**src/rtl/tick_scheduler_pkg.sv**
```systemverilog
// Shared types and default widths for the millisecond tick scheduler.
package tick_scheduler_pkg;

   localparam int unsigned TS_N_CH  = 4;
   localparam int unsigned TS_DLY_W = 16;
   localparam int unsigned TS_IDX_W = 3;

   typedef enum logic {
      ST_IDLE  = 1'b0,
      ST_SWEEP = 1'b1
   } sweep_state_e;

endpackage

```
**src/rtl/tick_scheduler_channel.sv**
```systemverilog
// One delay channel: counter, armed flag and (with TICK_SCHED_PERIODIC_EN) reload latch.
module tick_sched_channel #(
   parameter int unsigned DLY_W = 16
) (
   input  logic             clk,
   input  logic             rst_n,
   input  logic             load,
   input  logic [DLY_W-1:0] load_val,
   input  logic             periodic,
   input  logic             clear,
   input  logic             dec_en,
   output logic             zero_next,
   output logic             busy
);

   localparam logic [DLY_W-1:0] ONE = DLY_W'(1);

   logic [DLY_W-1:0] r_cnt;
   logic             r_busy;

`ifdef TICK_SCHED_PERIODIC_EN
   logic [DLY_W-1:0] r_reload;
   logic             r_periodic;

   always_ff @(posedge clk or negedge rst_n) begin
      if (!rst_n) begin
         r_cnt      <= '0;
         r_busy     <= 1'b0;
         r_reload   <= '0;
         r_periodic <= 1'b0;
      end else if (load) begin
         r_periodic <= periodic;
         // A zero delay in periodic mode runs as a 1 ms period.
         if (load_val == '0) begin
            r_cnt    <= periodic ? ONE : '0;
            r_reload <= ONE;
            r_busy   <= periodic;
         end else begin
            r_cnt    <= load_val;
            r_reload <= load_val;
            r_busy   <= 1'b1;
         end
      end else if (clear) begin
         r_cnt  <= '0;
         r_busy <= 1'b0;
      end else if (dec_en && r_busy) begin
         if (r_cnt == ONE) begin
            if (r_periodic) begin
               r_cnt <= r_reload;
            end else begin
               r_cnt  <= '0;
               r_busy <= 1'b0;
            end
         end else begin
            r_cnt <= r_cnt - ONE;
         end
      end
   end
`else
   logic w_unused_periodic;
   assign w_unused_periodic = periodic;

   always_ff @(posedge clk or negedge rst_n) begin
      if (!rst_n) begin
         r_cnt  <= '0;
         r_busy <= 1'b0;
      end else if (load) begin
         r_cnt  <= load_val;
         r_busy <= (load_val != '0);
      end else if (clear) begin
         r_cnt  <= '0;
         r_busy <= 1'b0;
      end else if (dec_en && r_busy) begin
         if (r_cnt == ONE) begin
            r_cnt  <= '0;
            r_busy <= 1'b0;
         end else begin
            r_cnt <= r_cnt - ONE;
         end
      end
   end
`endif

   assign zero_next = r_busy && (r_cnt == ONE);
   assign busy      = r_busy;

endmodule

```
**src/rtl/tick_scheduler.sv**
```systemverilog
// Multi-channel ms delay scheduler with a time-multiplexed decrement sweep.
// Optional auto-reload channels: define TICK_SCHED_PERIODIC_EN.
module tick_scheduler
   import tick_scheduler_pkg::*;
#(
   parameter int unsigned N_CH  = TS_N_CH,
   parameter int unsigned DLY_W = TS_DLY_W,
   parameter int unsigned IDX_W = TS_IDX_W
) (
   input  logic                  clk,
   input  logic                  rst_n,
   input  logic                  tick_1ms,
   input  logic [N_CH-1:0]       start,
   input  logic [N_CH-1:0]       cancel,
   input  logic [N_CH*DLY_W-1:0] delay_ms,
   input  logic [N_CH-1:0]       periodic,
   output logic [N_CH-1:0]       busy,
   output logic [N_CH-1:0]       done,
   output logic                  overrun
);

   sweep_state_e     r_state;
   logic [IDX_W-1:0] r_idx;
   logic             r_pending;
   logic             r_overrun;
   logic [N_CH-1:0]  r_done;

   logic [N_CH-1:0]  w_visit;
   logic [N_CH-1:0]  w_load_zero;
   logic [N_CH-1:0]  w_clear;
   logic [N_CH-1:0]  w_zero_next;
   logic [N_CH-1:0]  w_busy;

   // A strobe on the channel under the sweep wins; that channel skips this tick.
   always_comb begin
      w_visit     = '0;
      w_load_zero = '0;
      for (int unsigned i = 0; i < N_CH; i++) begin
         w_visit[i] = (r_state == ST_SWEEP) && (r_idx == IDX_W'(i))
                      && !start[i] && !cancel[i];
`ifdef TICK_SCHED_PERIODIC_EN
         w_load_zero[i] = start[i] && !periodic[i]
                          && (delay_ms[i*DLY_W +: DLY_W] == '0);
`else
         w_load_zero[i] = start[i] && (delay_ms[i*DLY_W +: DLY_W] == '0);
`endif
      end
   end

   assign w_clear = cancel & ~start;

   for (genvar g = 0; g < N_CH; g++) begin : g_ch
      tick_sched_channel #(
         .DLY_W (DLY_W)
      ) u_ch (
         .clk       (clk),
         .rst_n     (rst_n),
         .load      (start[g]),
         .load_val  (delay_ms[g*DLY_W +: DLY_W]),
         .periodic  (periodic[g]),
         .clear     (w_clear[g]),
         .dec_en    (w_visit[g]),
         .zero_next (w_zero_next[g]),
         .busy      (w_busy[g])
      );
   end

   always_ff @(posedge clk or negedge rst_n) begin
      if (!rst_n) begin
         r_done <= '0;
      end else begin
         r_done <= w_load_zero | (w_visit & w_zero_next);
      end
   end

   always_ff @(posedge clk or negedge rst_n) begin
      if (!rst_n) begin
         r_state   <= ST_IDLE;
         r_idx     <= '0;
         r_pending <= 1'b0;
         r_overrun <= 1'b0;
      end else begin
         case (r_state)
            ST_IDLE: begin
               // A fresh tick arriving while a pending one is consumed stays pending.
               if (tick_1ms || r_pending) begin
                  r_state   <= ST_SWEEP;
                  r_idx     <= '0;
                  r_pending <= tick_1ms && r_pending;
               end
            end
            ST_SWEEP: begin
               if (tick_1ms) begin
                  if (r_pending) begin
                     r_overrun <= 1'b1;
                  end else begin
                     r_pending <= 1'b1;
                  end
               end
               if (r_idx == IDX_W'(N_CH - 1)) begin
                  r_state <= ST_IDLE;
               end else begin
                  r_idx <= r_idx + IDX_W'(1);
               end
            end
            default: r_state <= ST_IDLE;
         endcase
      end
   end

   assign busy    = w_busy;
   assign done    = r_done;
   assign overrun = r_overrun;

endmodule
```
**config.mk**
```make
export PLATFORM = sky130hd
export DESIGN_NAME = tick_scheduler
export DESIGN_NICKNAME = d
export VERILOG_FILES = /design/src/rtl/tick_scheduler_pkg.sv /design/src/rtl/tick_scheduler_channel.sv /design/src/rtl/tick_scheduler.sv
export SDC_FILE = /design/constraint.sdc
export NUM_CORES = 1
export LEC_CHECK = 0
export BUFFER_PORTS_ARGS = -buffer_cell sky130_fd_sc_hd__buf_2
export CORE_ASPECT_RATIO = 1.5
export CORE_MARGIN = 5
export CORE_UTILIZATION = 63
export CTS_BUF_LIST = sky130_fd_sc_hd__clkbuf_4 sky130_fd_sc_hd__clkbuf_8
export DETAILED_ROUTE_END_ITERATION = 10
export GPL_TIMING_DRIVEN = 0
export PLACE_DENSITY = 0.95
export SETUP_SLACK_MARGIN = 0.4
export SYNTH_ARGS = -nofsm -noshare
export SYNTH_HDL_FRONTEND = slang
export SYNTH_SLANG_ARGS = --single-unit
```
**constraint.sdc**
```tcl
create_clock -name clk -period 5.15 [get_ports clk]
set_input_delay 1.03 -clock clk [delete_from_list [all_inputs] [get_ports clk]]
set_output_delay 1.03 -clock clk [all_outputs]
set_load 0.02 [all_outputs]
```
==> run_summary.xml, run 1 <==
<?xml version="1.0" encoding="UTF-8"?>
<metrics>
  <group name="timing">
    <metric name="finalHoldViolations" unit="">0</metric>
    <metric name="setup_viol_count_final" unit="">0</metric>
    <metric name="worst_pin_slew" unit="ns">0.631</metric>
    <metric name="setup_total_negative_slack" unit="ns">0</metric>
    <metric name="maxClockFrequency" unit="MHz">404</metric>
    <metric name="finClkSkew" unit="ns">0.00794</metric>
    <metric name="grt_setup_unrepaired" unit="">no</metric>
    <metric name="drv_slew" unit="">0</metric>
    <metric name="final.min_clock_period" unit="ns">2.47</metric>
    <metric name="tightest_slew_margin_relative_to_the_limit" unit="%">57.5</metric>
    <metric name="min_period_over_period" unit="%">48.0</metric>
  </group>
  <group name="global_routing">
    <metric name="grt.total_usage" unit="%">29.8</metric>
    <metric name="grt_first_pass_wirelength" unit="µm">22300</metric>
    <metric name="grt_antenna_before_repair" unit="">0</metric>
    <metric name="grt_max_degree" unit="">43</metric>
    <metric name="first_global_vias" unit="">4948</metric>
    <metric name="globalRouteOverflowTotal" unit="">0</metric>
  </group>
  <group name="layout">
    <metric name="post_route_cells_drive_above_1_share" unit="%">19.9</metric>
    <metric name="antenna-diode-count" unit="">0</metric>
    <metric name="synthToLayoutAreaGrowth" unit="%">15.4</metric>
    <metric name="nets" unit="">723</metric>
    <metric name="layoutNonFillerInstCount" unit="">736</metric>
  </group>
  <group name="floorplan">
    <metric name="std_cell_rows" unit="">39</metric>
    <metric name="die_height" unit="µm">117</metric>
    <metric name="start_util" unit="%">63.6</metric>
    <metric name="core_area" unit="µm²">7560</metric>
    <metric name="num_io_pins" unit="">88</metric>
    <metric name="area_of_the_die" unit="µm²">9520</metric>
    <metric name="die-width" unit="µm">81.4</metric>
  </group>
  <group name="synthesis">
    <metric name="post_synth_and_or_nand_nor_area_fraction" unit="%">25.2</metric>
    <metric name="postSynth.topFlopCell" unit="">sky130_fd_sc_hd__dfrtp_1</metric>
    <metric name="syn_area_per_cell" unit="µm²">8.98</metric>
    <metric name="yosys.area_share.xor_xnor" unit="%">0</metric>
    <metric name="synth_compound_gate_area_share" unit="%">26.3</metric>
    <metric name="synth-adder-area-share" unit="%">3.59</metric>
    <metric name="synthesis.nets" unit="">628</metric>
    <metric name="yosys_warnings" unit="">0</metric>
    <metric name="synthDominantCellAreaShare" unit="%">40.6</metric>
    <metric name="synth_top_family_by_area" unit="">compound AO/OA/AOI/OAI gates</metric>
    <metric name="mappedNetlistArea" unit="µm²">4810</metric>
    <metric name="synth.distinct_cells" unit="">61</metric>
    <metric name="yosys-top-cells-area" unit="">sky130_fd_sc_hd__dfrtp_1, sky130_fd_sc_hd__nand2_1, sky130_fd_sc_hd__o21ai_0</metric>
    <metric name="synthMuxAreaShare" unit="%">0.208</metric>
    <metric name="async_set_or_reset_register_ratio_after_synthesis" unit="%">100</metric>
    <metric name="synth.largest_area_cell" unit="">sky130_fd_sc_hd__dfrtp_1</metric>
    <metric name="synth-seq-area-share" unit="%">40.6</metric>
    <metric name="synth-edff-count" unit="">0</metric>
    <metric name="ys_ff_latch" unit="">78</metric>
    <metric name="post_synth_inst_count" unit="">536</metric>
  </group>
  <group name="setup_path">
    <metric name="worst-path-max-fanout" unit="">10</metric>
    <metric name="worst-setup-path-type" unit="">in -&gt; reg</metric>
    <metric name="cp-end-kind" unit="">flop</metric>
    <metric name="data_required_critical_path" unit="ns">5.43</metric>
    <metric name="worstSetupStartpointType" unit="">input port</metric>
    <metric name="worst_ep_arrival_time" unit="ns">2.75</metric>
  </group>
  <group name="detailed_routing">
    <metric name="totalWireLength" unit="µm">13400</metric>
    <metric name="routedWlPerCell" unit="µm">18.3</metric>
    <metric name="first_iter_violations" unit="">403</metric>
    <metric name="drc_errors" unit="">0</metric>
    <metric name="postRouteAntennaNets" unit="">0</metric>
    <metric name="via_per_inst" unit="">6.82</metric>
    <metric name="dr.pass1.iters" unit="">4</metric>
    <metric name="routed-via-count" unit="">5018</metric>
  </group>
  <group name="clock_network">
    <metric name="cts.repair.resized" unit="">0</metric>
    <metric name="cts_hold_buffers" unit="">0</metric>
    <metric name="clkTransAtPathRegs" unit="ns">0.08</metric>
    <metric name="cts_setup_buffers" unit="">0</metric>
    <metric name="clock_insertion_delay_worst_skew" unit="ns">0.36</metric>
    <metric name="cts_buffers" unit="">9</metric>
    <metric name="clock_sink_count" unit="">78</metric>
    <metric name="cts_root_buf" unit="">sky130_fd_sc_hd__clkbuf_8</metric>
    <metric name="htree_num_levels" unit="">3</metric>
    <metric name="tritoncts" unit="">yes</metric>
    <metric name="max_buffers_root_to_sink" unit="">2</metric>
  </group>
  <group name="place">
    <metric name="globalplace.congestion" unit="">0.924</metric>
    <metric name="post-place-cells" unit="">722</metric>
    <metric name="port_buffers" unit="">83</metric>
    <metric name="dpl.hpwl" unit="µm">9850</metric>
  </group>
  <group name="power">
    <metric name="power.leakage" unit="nW">2.28</metric>
    <metric name="power_density_over_the_cells" unit="nW/µm²">309</metric>
    <metric name="vdd.ir_drop.worst" unit="mV">0.228</metric>
  </group>
  <group name="worst_hold_path">
    <metric name="worst_hold_path_type" unit="">reg -&gt; reg</metric>
  </group>
  <group name="run">
    <metric name="cap_violations" unit="">0</metric>
  </group>
  <group name="outcome">
    <metric name="status" unit="">completed</metric>
  </group>
</metrics>
cells in the mapped netlist (4+ instances only):
cell and n:
sky130_fd_sc_hd__clkbuf_1 13, sky130_fd_sc_hd__o21ai_0 34, sky130_fd_sc_hd__o41ai_1 4, sky130_fd_sc_hd__nor3_1 17, sky130_fd_sc_hd__nand3_1 21, sky130_fd_sc_hd__nand4_1 7
sky130_fd_sc_hd__nor4_1 26, sky130_fd_sc_hd__o31ai_1 10, sky130_fd_sc_hd__a22oi_1 18, sky130_fd_sc_hd__nand2b_1 7, sky130_fd_sc_hd__a22o_1 6, sky130_fd_sc_hd__or3_1 11
sky130_fd_sc_hd__a21oi_1 21, sky130_fd_sc_hd__o311ai_0 9, sky130_fd_sc_hd__ha_1 13, sky130_fd_sc_hd__and2_1 5, sky130_fd_sc_hd__o31a_1 4, sky130_fd_sc_hd__or4_1 13
sky130_fd_sc_hd__o211ai_1 19, sky130_fd_sc_hd__buf_4 4, sky130_fd_sc_hd__buf_2 7, sky130_fd_sc_hd__nor2_1 35, sky130_fd_sc_hd__or2_2 9, sky130_fd_sc_hd__inv_1 21
sky130_fd_sc_hd__nand2_1 49, sky130_fd_sc_hd__a221o_1 15, sky130_fd_sc_hd__dfrtp_1 78, sky130_fd_sc_hd__nand4b_1 4
per-stage QoR:
stage	hold slack, ns	total power [mW]	worst slack, ns	instance area, µm²	utilization (%)
finish	0.502	1.71	2.68	5560	73.4
global route	0.522	1.82	2.54	5560	73.4
CTS	0.497	1.71	2.73	5560	73.4
detailed placement	0.481	1.27	2.35	5380	71.1
global placement	0.473	1.24	2.38	5360	70.8
floorplan	0.465	1.11	2.88	4810	-
kinds of logic after synthesis:
kind of cell,after synthesis
adders and majority gates,14
AOI/OAI and AO/OA,174
buffers and inverters,47
muxes,1
and+or+nand+nor,222
DFF,78
flip-flops by register name, summed over array words and instances, names as in the netlist:
register,flops
r_state,1
r_pending,1
overrun,1
r_idx,3
done,4
g_ch.u_ch.r_cnt,64
g_ch.u_ch.busy,4
critical path, cell delays in order:
cell                       delay, ns
sky130_fd_sc_hd__buf_2          0.12
sky130_fd_sc_hd__nor2_1         0.20
sky130_fd_sc_hd__and2_1         0.26
sky130_fd_sc_hd__clkbuf_1       0.43
sky130_fd_sc_hd__buf_1          0.43
sky130_fd_sc_hd__a21oi_1        0.09
sky130_fd_sc_hd__a22oi_1        0.19
path summary, 6_finish.rpt:
path / start / to / slack, ns / cells after the start
max in group asynchronous: rst_n / g_ch[1].u_ch.r_cnt[5] / 3.92 / 2
min reg2reg: overrun / overrun / 0.50 / 1
max reg2reg: r_idx[0] / g_ch[3].u_ch.r_cnt[0] / 2.73 / 8
min in group asynchronous: rst_n / g_ch[0].u_ch.r_cnt[7] / 0.63 / 1
max: start[3] / g_ch[3].u_ch.r_cnt[0] / 2.68 / 7
min: overrun / overrun / 0.50 / 1
per-layer routing:
layer	track usage, %	part of all wire (%)
met1	35.3	38
met3	4.67	7.0
met5	0	0
met4	18.3	4.5
met2	50.2	50
layout by cell type (no fill, tap or decap), drive strengths merged, types with 3 or more instances in the layout:
cell    count
nand2      49
a21oi      21
nor2       35
inv        21
a22oi      18
and2        5
or4        13
dfrtp      78
a22o        6
o21ai      39
o211ai     19
o41ai       4
nand3      21
nand4       7
ha         13
nor3       17
o31a        4
or2         9
o31ai      11
nor3b       3
nand2b      7
o22ai       3
a221o      15
a32oi       3
o311ai      9
nand4b      4
or3        11
buf        97
clkbuf     26
nor4       28
where the power goes:
group	switching (mW)	internal, mW	leakage (nW)
logic	0.291	0.192	1.23
clock network	0.222	0.214	0.0948
registers	0.0948	0.700	0.955
layout make-up:
type / count / area, µm²
Multi-Input combinational cell: 411 / 2660
Fill cell: 593 / 2010
Sequential cell: 78 / 1950
Timing Repair Buffer: 84 / 438
Clock buffer: 13 / 173
Tap cell: 102 / 128
Buffer: 26 / 121
Inverter: 21 / 78.8
Clock inverter: 1 / 5.00
No activity file was read; power rests on OpenSTA's default activity.
==> run 2, diff against run 1 <==
--- a/config.mk
+++ b/config.mk
@@ -8,11 +8,11 @@
 export BUFFER_PORTS_ARGS = -buffer_cell sky130_fd_sc_hd__buf_2
 export CORE_ASPECT_RATIO = 1.5
 export CORE_MARGIN = 5
-export CORE_UTILIZATION = 63
+export CORE_UTILIZATION = 58
 export CTS_BUF_LIST = sky130_fd_sc_hd__clkbuf_4 sky130_fd_sc_hd__clkbuf_8
 export DETAILED_ROUTE_END_ITERATION = 10
 export GPL_TIMING_DRIVEN = 0
-export PLACE_DENSITY = 0.95
+export PLACE_DENSITY = 0.9
 export SETUP_SLACK_MARGIN = 0.4
 export SYNTH_ARGS = -nofsm -noshare
 export SYNTH_HDL_FRONTEND = slang
==> constraint.sdc (replaced) <==
create_clock -name clk -period 2.5 [get_ports clk]
set_input_delay 0.5 -clock clk [delete_from_list [all_inputs] [get_ports clk]]
set_output_delay 0.5 -clock clk [all_outputs]
set_load 0.02 [all_outputs]
==> run_summary.xml, run 2 (synthesized netlist as in run 1, its figures left out) <==
<?xml version="1.0" encoding="UTF-8"?>
<metrics>
  <group name="clock_network">
    <metric name="htree_num_levels" unit="">3</metric>
    <metric name="cts_hold_buffers" unit="">0</metric>
    <metric name="max_buffers_root_to_sink" unit="">2</metric>
    <metric name="clock_sink_count" unit="">78</metric>
    <metric name="clkTransAtPathRegs" unit="ns">0.08</metric>
    <metric name="cts_buffers" unit="">9</metric>
    <metric name="clock_insertion_delay_worst_skew" unit="ns">0.37</metric>
    <metric name="cts_root_buf" unit="">sky130_fd_sc_hd__clkbuf_8</metric>
    <metric name="tritoncts" unit="">yes</metric>
  </group>
  <group name="setup_path">
    <metric name="crit_path_cell_trace" unit="">or4_4 &gt; or2_4 &gt; or4_1 &gt; a32oi_1 &gt; o21ai_1</metric>
    <metric name="worst_ep_arrival_time" unit="ns">2.36</metric>
    <metric name="master_of_the_slowest_instance_on_the_critical_path" unit="">sky130_fd_sc_hd__or4_4</metric>
    <metric name="slowest_delay" unit="ns">0.58</metric>
    <metric name="worst-setup-path-type" unit="">reg -&gt; reg</metric>
    <metric name="worstSetupStartpointType" unit="">flop</metric>
    <metric name="data_required_critical_path" unit="ns">2.75</metric>
    <metric name="worst-path-max-fanout" unit="">5</metric>
    <metric name="cp-end-kind" unit="">flop</metric>
  </group>
  <group name="layout">
    <metric name="commonest_cells_after_routing_fill_and_taps_aside" unit="">sky130_fd_sc_hd__buf_2, sky130_fd_sc_hd__dfrtp_1, sky130_fd_sc_hd__nand2_1</metric>
    <metric name="largest_reg_flops" unit="">64</metric>
    <metric name="layout.cells.most_common" unit="">sky130_fd_sc_hd__buf_2</metric>
    <metric name="largest-register" unit="">g_ch.u_ch.r_cnt</metric>
    <metric name="antenna-diode-count" unit="">0</metric>
    <metric name="post_route_cells_drive_above_1_share" unit="%">28.5</metric>
    <metric name="layout.core_utilization" unit="%">74.7</metric>
    <metric name="synthToLayoutAreaGrowth" unit="%">25.1</metric>
    <metric name="layout_fillers" unit="">574</metric>
    <metric name="nets" unit="">750</metric>
  </group>
  <group name="worst_hold_path">
    <metric name="worst_hold_path_type" unit="">in -&gt; async</metric>
  </group>
  <group name="timing">
    <metric name="min_period_over_period" unit="%">84.6</metric>
    <metric name="setup_total_negative_slack" unit="ns">0</metric>
    <metric name="finClkSkew" unit="ns">0.00947</metric>
    <metric name="finalWorstSetupSlack" unit="ns">0.386</metric>
    <metric name="maxClockFrequency" unit="MHz">473</metric>
    <metric name="drv_slew" unit="">0</metric>
    <metric name="finalHoldViolations" unit="">0</metric>
    <metric name="setup_viol_count_final" unit="">0</metric>
    <metric name="final.min_clock_period" unit="ns">2.11</metric>
    <metric name="worst_pin_slew" unit="ns">0.632</metric>
    <metric name="grt_setup_unrepaired" unit="">yes</metric>
    <metric name="tightest_slew_margin_relative_to_the_limit" unit="%">57.7</metric>
  </group>
  <group name="detailed_routing">
    <metric name="via_per_inst" unit="">6.77</metric>
    <metric name="dr.pass1.iters" unit="">5</metric>
    <metric name="routed-via-count" unit="">5194</metric>
    <metric name="postRouteAntennaNets" unit="">0</metric>
    <metric name="totalWireLength" unit="µm">14400</metric>
    <metric name="routedWlPerCell" unit="µm">18.8</metric>
    <metric name="first_iter_violations" unit="">478</metric>
    <metric name="drc_errors" unit="">0</metric>
  </group>
  <group name="global_routing">
    <metric name="grt_max_degree" unit="">46</metric>
    <metric name="globalRouteOverflowTotal" unit="">0</metric>
    <metric name="grt.total_usage" unit="%">27.0</metric>
    <metric name="grt_first_pass_wirelength" unit="µm">22600</metric>
    <metric name="first_global_vias" unit="">5021</metric>
    <metric name="grt_antenna_before_repair" unit="">0</metric>
  </group>
  <group name="floorplan">
    <metric name="start_util" unit="%">59.7</metric>
    <metric name="core_area" unit="µm²">8060</metric>
    <metric name="std_cell_rows" unit="">40</metric>
    <metric name="die_height" unit="µm">122</metric>
    <metric name="die-width" unit="µm">84.4</metric>
    <metric name="num_io_pins" unit="">88</metric>
    <metric name="area_of_the_die" unit="µm²">10300</metric>
  </group>
  <group name="power">
    <metric name="vdd.ir_drop.worst" unit="mV">0.425</metric>
    <metric name="p_total" unit="mW">3.81</metric>
    <metric name="power.leakage" unit="nW">2.48</metric>
    <metric name="power_density_over_the_cells" unit="nW/µm²">633</metric>
  </group>
  <group name="place">
    <metric name="dpl.hpwl" unit="µm">9720</metric>
    <metric name="place_worst_setup_slack" unit="ns">0.0574</metric>
    <metric name="globalplace.congestion" unit="">0.950</metric>
    <metric name="port_buffers" unit="">83</metric>
  </group>
  <group name="run">
    <metric name="cap_violations" unit="">0</metric>
  </group>
  <group name="outcome">
    <metric name="status" unit="">completed</metric>
  </group>
</metrics>
run 2: cell count changes in the layout (fill, tap and decap cells not counted), sizes merged:
cell / delta
buf: +28
clkbuf: -2
bufinv: +1
clkinvlp: +1
run 2: where the power goes:
part / internal (mW) / switching (mW) / total, mW / leakage, nW
Combinational: 0.494 / 0.658 / 1.15 / 1.42
Clock: 0.536 / 0.471 / 1.01 / 0.104
Sequential: 1.44 / 0.210 / 1.65 / 0.952
run 2: what timing repair did:
action	in CTS	in global routing
setup buffers	10	17
gates resized for setup	21	47
pin swaps	3	13
hold endpoints to repair	0	0
cloned	0	0
endpoints found under the setup margin	52	52
run 2: worst paths after layout:
path	from	to	slack, ns	cells after the start
worst max-delay path	g_ch[2].u_ch.r_cnt[3]	g_ch[2].u_ch.r_cnt[13]	0.39	5
worst min-delay path	rst_n	g_ch[0].u_ch.r_cnt[8]	0.08	1
worst max register to register	g_ch[2].u_ch.r_cnt[3]	g_ch[2].u_ch.r_cnt[13]	0.39	5
worst min register to register	overrun	overrun	0.52	1
max in group asynchronous	rst_n	g_ch[3].u_ch.r_cnt[7]	1.85	2
min in group clk	delay_ms[26]	g_ch[1].u_ch.r_cnt[10]	0.35	3
run 2: area by class of cell:
type / instances / area, µm² / share of cell area, %
timing repair buffer: 111 / 652 / 10.8
sequential: 78 / 1950 / 32.5
multi-input combinational: 411 / 2840 / 47.2
clock inverter: 3 / 42.5 / 0.707
clock buffer: 12 / 165 / 2.74
buffer: 26 / 153 / 2.54
tap: 105 / 131 / 2.18
inverter: 21 / 78.8 / 1.31
run 2: per-layer routing:
layer | part of all wire, % | vias to the layer above | global-route usage (%)
li1 | - | 2340 | -
met1 | 37 | 2469 | 31.3
met4 | 5.0 | 0 | 16.8
met3 | 7.8 | 72 | 5.01
met5 | 0 | - | 0
met2 | 51 | 313 | 45.9
run 2: metrics by stage:
stage | area (µm²) | hold slack [ns] | instances
global placement | 5360 | 0.472 | 724
floorplan | 4810 | 0.204 | 536
global route | 6020 | 0.102 | 767
detailed placement | 5390 | 0.486 | 725
CTS | 5750 | 0.0910 | 750
finish | 6020 | 0.0801 | 767
run 2: critical path: cells and delay by family (launching register included):
| kind | cells | cell delay [ns] |
|---|---|---|
| and+or+nand+nor | 3 | 1.30 |
| DFF | 1 | 0.43 |
| AOI/OAI and AO/OA | 2 | 0.26 |
==> run 3, diff against run 2 <==
--- a/config.mk
+++ b/config.mk
@@ -5,10 +5,11 @@
 export SDC_FILE = /design/constraint.sdc
 export NUM_CORES = 1
 export LEC_CHECK = 0
+export ABC_AREA = 1
 export BUFFER_PORTS_ARGS = -buffer_cell sky130_fd_sc_hd__buf_2
 export CORE_ASPECT_RATIO = 1.5
 export CORE_MARGIN = 5
-export CORE_UTILIZATION = 58
+export CORE_UTILIZATION = 60
 export CTS_BUF_LIST = sky130_fd_sc_hd__clkbuf_4 sky130_fd_sc_hd__clkbuf_8
 export DETAILED_ROUTE_END_ITERATION = 10
 export GPL_TIMING_DRIVEN = 0
==> constraint.sdc (replaced) <==
create_clock -name clk -period 2.1 [get_ports clk]
set_input_delay 0.42 -clock clk [delete_from_list [all_inputs] [get_ports clk]]
set_output_delay 0.42 -clock clk [all_outputs]
set_load 0.02 [all_outputs]
==> run_summary.xml, run 3 <==
<?xml version="1.0" encoding="UTF-8"?>
<metrics>
  <group name="power">
    <metric name="p_int" unit="mW">2.97</metric>
    <metric name="seqPwrFrac" unit="%">42.1</metric>
    <metric name="power_density_over_the_cells" unit="nW/µm²">705</metric>
    <metric name="power.leakage" unit="nW">3.65</metric>
    <metric name="switching_share" unit="%">39.0</metric>
    <metric name="p_total" unit="mW">4.87</metric>
    <metric name="power.net_switching" unit="mW">1.90</metric>
    <metric name="vdd.ir_drop.worst" unit="mV">0.484</metric>
    <metric name="clock_power_share" unit="%">23.4</metric>
    <metric name="p_comb_share" unit="%">34.5</metric>
  </group>
  <group name="synthesis">
    <metric name="ys_ff_latch" unit="">78</metric>
    <metric name="synth-adder-area-share" unit="%">2.69</metric>
    <metric name="synth_compound_gate_area_share" unit="%">11.9</metric>
    <metric name="yosys.area_share.xor_xnor" unit="%">3.19</metric>
    <metric name="synthesis.nets" unit="">1007</metric>
    <metric name="syn_area_per_cell" unit="µm²">6.60</metric>
    <metric name="synth-edff-count" unit="">0</metric>
    <metric name="synthMuxAreaShare" unit="%">0</metric>
    <metric name="synth_top_family_by_area" unit="">simple AND/OR/NAND/NOR gates</metric>
    <metric name="synth.largest_area_cell" unit="">sky130_fd_sc_hd__dfrtp_1</metric>
    <metric name="postSynth.topFlopCell" unit="">sky130_fd_sc_hd__dfrtp_1</metric>
    <metric name="synth-seq-area-share" unit="%">32.3</metric>
    <metric name="mappedNetlistArea" unit="µm²">6040</metric>
    <metric name="synth.distinct_cells" unit="">37</metric>
    <metric name="yosys-top-cells-area" unit="">sky130_fd_sc_hd__dfrtp_1, sky130_fd_sc_hd__nand2_1, sky130_fd_sc_hd__nor2_1</metric>
    <metric name="synth.most_common_cell" unit="">sky130_fd_sc_hd__nand2_1</metric>
    <metric name="async_set_or_reset_register_ratio_after_synthesis" unit="%">100</metric>
    <metric name="synth_top_cells_by_count" unit="">sky130_fd_sc_hd__nand2_1, sky130_fd_sc_hd__nor2_1, sky130_fd_sc_hd__inv_1</metric>
    <metric name="post_synth_inst_count" unit="">915</metric>
    <metric name="yosys_warnings" unit="">0</metric>
    <metric name="synthDominantCellAreaShare" unit="%">32.3</metric>
    <metric name="post_synth_and_or_nand_nor_area_fraction" unit="%">38.0</metric>
  </group>
  <group name="layout">
    <metric name="layout.cells.most_common" unit="">sky130_fd_sc_hd__nand2_1</metric>
    <metric name="synthToLayoutAreaGrowth" unit="%">14.3</metric>
    <metric name="layout_fillers" unit="">856</metric>
    <metric name="commonest_cells_after_routing_fill_and_taps_aside" unit="">sky130_fd_sc_hd__nand2_1, sky130_fd_sc_hd__nor2_1, sky130_fd_sc_hd__inv_1</metric>
    <metric name="largest_reg_flops" unit="">64</metric>
    <metric name="nets" unit="">1105</metric>
    <metric name="antenna-diode-count" unit="">0</metric>
    <metric name="largest-register" unit="">g_ch.u_ch.r_cnt</metric>
    <metric name="post_route_cells_drive_above_1_share" unit="%">19.8</metric>
    <metric name="layout.core_utilization" unit="%">69.2</metric>
    <metric name="layoutNonFillerInstCount" unit="">1135</metric>
  </group>
  <group name="outcome">
    <metric name="status" unit="">completed</metric>
  </group>
  <group name="setup_path">
    <metric name="cp-end-kind" unit="">flop</metric>
    <metric name="data_required_critical_path" unit="ns">2.38</metric>
    <metric name="worst-path-max-fanout" unit="">5</metric>
    <metric name="crit_path_cell_trace" unit="">ha_1 &gt; ha_1 &gt; nand2_2 &gt; o21bai_4 &gt; clkdlybuf4s15_2 &gt; o21ai_0 &gt; inv_1 &gt; a21oi_1</metric>
    <metric name="worst_path_dominant_cell_family" unit="">adder cells</metric>
    <metric name="crit_path_frequent_cell" unit="">sky130_fd_sc_hd__ha_1</metric>
    <metric name="critical_path.n_buffers_inverters" unit="">2</metric>
    <metric name="worst_ep_arrival_time" unit="ns">1.96</metric>
    <metric name="worst-setup-path-type" unit="">reg -&gt; reg</metric>
    <metric name="worstSetupStartpointType" unit="">flop</metric>
    <metric name="slowest_delay" unit="ns">0.41</metric>
    <metric name="master_of_the_slowest_instance_on_the_critical_path" unit="">sky130_fd_sc_hd__dfrtp_1</metric>
  </group>
  <group name="timing">
    <metric name="drv_slew" unit="">0</metric>
    <metric name="finClkSkew" unit="ns">0.00705</metric>
    <metric name="worst_pin_slew" unit="ns">0.493</metric>
    <metric name="hold_slack" unit="ns">0.320</metric>
    <metric name="setup_viol_count_final" unit="">0</metric>
    <metric name="min_period_over_period" unit="%">80.3</metric>
    <metric name="maxClockFrequency" unit="MHz">593</metric>
    <metric name="tightest_slew_margin_relative_to_the_limit" unit="%">66.8</metric>
    <metric name="finalHoldViolations" unit="">0</metric>
    <metric name="grt_setup_unrepaired" unit="">yes</metric>
    <metric name="setup_total_negative_slack" unit="ns">0</metric>
    <metric name="final.min_clock_period" unit="ns">1.69</metric>
  </group>
  <group name="clock_network">
    <metric name="tritoncts" unit="">yes</metric>
    <metric name="max_buffers_root_to_sink" unit="">2</metric>
    <metric name="clock_sink_count" unit="">78</metric>
    <metric name="cts_root_buf" unit="">sky130_fd_sc_hd__clkbuf_8</metric>
    <metric name="cts_buffers" unit="">9</metric>
    <metric name="htree_num_levels" unit="">3</metric>
    <metric name="clock_insertion_delay_worst_skew" unit="ns">0.36</metric>
    <metric name="clkTransAtPathRegs" unit="ns">0.08</metric>
  </group>
  <group name="global_routing">
    <metric name="grt_antenna_before_repair" unit="">0</metric>
    <metric name="grt_first_pass_wirelength" unit="µm">25700</metric>
    <metric name="grt_max_degree" unit="">52</metric>
    <metric name="globalRouteOverflowTotal" unit="">0</metric>
    <metric name="first_global_vias" unit="">6032</metric>
    <metric name="grt.total_usage" unit="%">25.7</metric>
  </group>
  <group name="floorplan">
    <metric name="die_height" unit="µm">133</metric>
    <metric name="std_cell_rows" unit="">45</metric>
    <metric name="start_util" unit="%">60.6</metric>
    <metric name="area_of_the_die" unit="µm²">12200</metric>
    <metric name="core_area" unit="µm²">9970</metric>
    <metric name="num_io_pins" unit="">88</metric>
    <metric name="die-width" unit="µm">91.9</metric>
  </group>
  <group name="detailed_routing">
    <metric name="routed-via-count" unit="">6098</metric>
    <metric name="drc_errors" unit="">0</metric>
    <metric name="first_iter_violations" unit="">246</metric>
    <metric name="postRouteAntennaNets" unit="">0</metric>
    <metric name="dr.pass1.iters" unit="">5</metric>
    <metric name="via_per_inst" unit="">5.37</metric>
    <metric name="totalWireLength" unit="µm">15300</metric>
    <metric name="routedWlPerCell" unit="µm">13.5</metric>
  </group>
  <group name="place">
    <metric name="dpl.hpwl" unit="µm">11600</metric>
    <metric name="port_buffers" unit="">83</metric>
    <metric name="post-place-cells" unit="">1116</metric>
    <metric name="globalplace.congestion" unit="">0.928</metric>
  </group>
  <group name="run">
    <metric name="cap_violations" unit="">0</metric>
  </group>
  <group name="worst_hold_path">
    <metric name="worst_hold_path_type" unit="">in -&gt; reg</metric>
  </group>
</metrics>
==> run 3: layout make-up <==
class / count / area (µm²) / share of cell area (%)
buffer: 25 / 198 / 2.87
tap: 117 / 146 / 2.12
timing repair buffer: 87 / 474 / 6.87
clock buffer: 16 / 195 / 2.83
inverter: 144 / 541 / 7.84
sequential: 78 / 1950 / 28.3
multi-input combinational: 668 / 3390 / 49.2
==> run 3: cell families after synthesis <==
group                    after synthesis
AND/OR/NAND/NOR                      519
buffers and inverters                169
AO/OA/AOI/OAI                        114
flip-flops                            78
XOR/XNOR                              22
adder cells (fa/ha/maj)               13
==> run 3: worst paths after layout <==
check	from	end	slack, ns	cells after the start
worst min-delay path	tick_1ms	r_pending	0.32	3
worst max register to register	r_idx[0]	g_ch[3].u_ch.r_cnt[14]	0.41	8
worst max-delay path	r_idx[0]	g_ch[3].u_ch.r_cnt[14]	0.41	8
worst min register to register	g_ch[3].u_ch.r_cnt[1]	g_ch[3].u_ch.r_cnt[1]	0.50	2
max in group asynchronous	rst_n	g_ch[1].u_ch.r_cnt[14]	0.98	3
min in group asynchronous	rst_n	g_ch[3].u_ch.r_cnt[0]	0.52	2
==> run 3: tightest hold or removal path: stages <==
cell and delay (ns):
sky130_fd_sc_hd__buf_2 0.09, sky130_fd_sc_hd__nand2_1 0.06, sky130_fd_sc_hd__o21ai_0 0.07
==> run 3: repair_timing <==
action / in CTS / in global routing
gates resized for setup: 1 / 13
gates cloned: 0 / 1
pin swaps: 0 / 2
endpoints found under the hold margin: 27 / 0
hold buffers: 1 / 0
buffers inserted: 0 / 1
endpoints found under the setup margin: 1 / 16
==> run 3: per-stage QoR <==
step | instance area (µm²) | setup WS [ns]
finish | 6900 | 0.414
global route | 6900 | 0.372
CTS | 6840 | 0.441
detailed placement | 6630 | 0.328
global placement | 6600 | -0.0137
floorplan | 6040 | 0.651
==> run 3: power by group through the flow <==
stage / combinational (mW) / sequential (mW) / clock, mW
after detailed placement: 1.61 / 2.07 / 0
final: 1.68 / 2.05 / 1.14
after CTS: 1.63 / 2.04 / 1.16
after floorplan: 1.23 / 2.00 / 0
after global routing: 1.92 / 2.09 / 1.22
after global placement: 1.55 / 2.06 / 0
==> run 3: layer usage <==
metal / up-vias / global-route usage [%] / routed length (µm)
met5: - / 0 / 0
met4: 0 / 14.1 / 662
met3: 58 / 4.44 / 765
met2: 184 / 47.4 / 8100
met1: 2816 / 27.2 / 5810
li1: 3040 / - / -
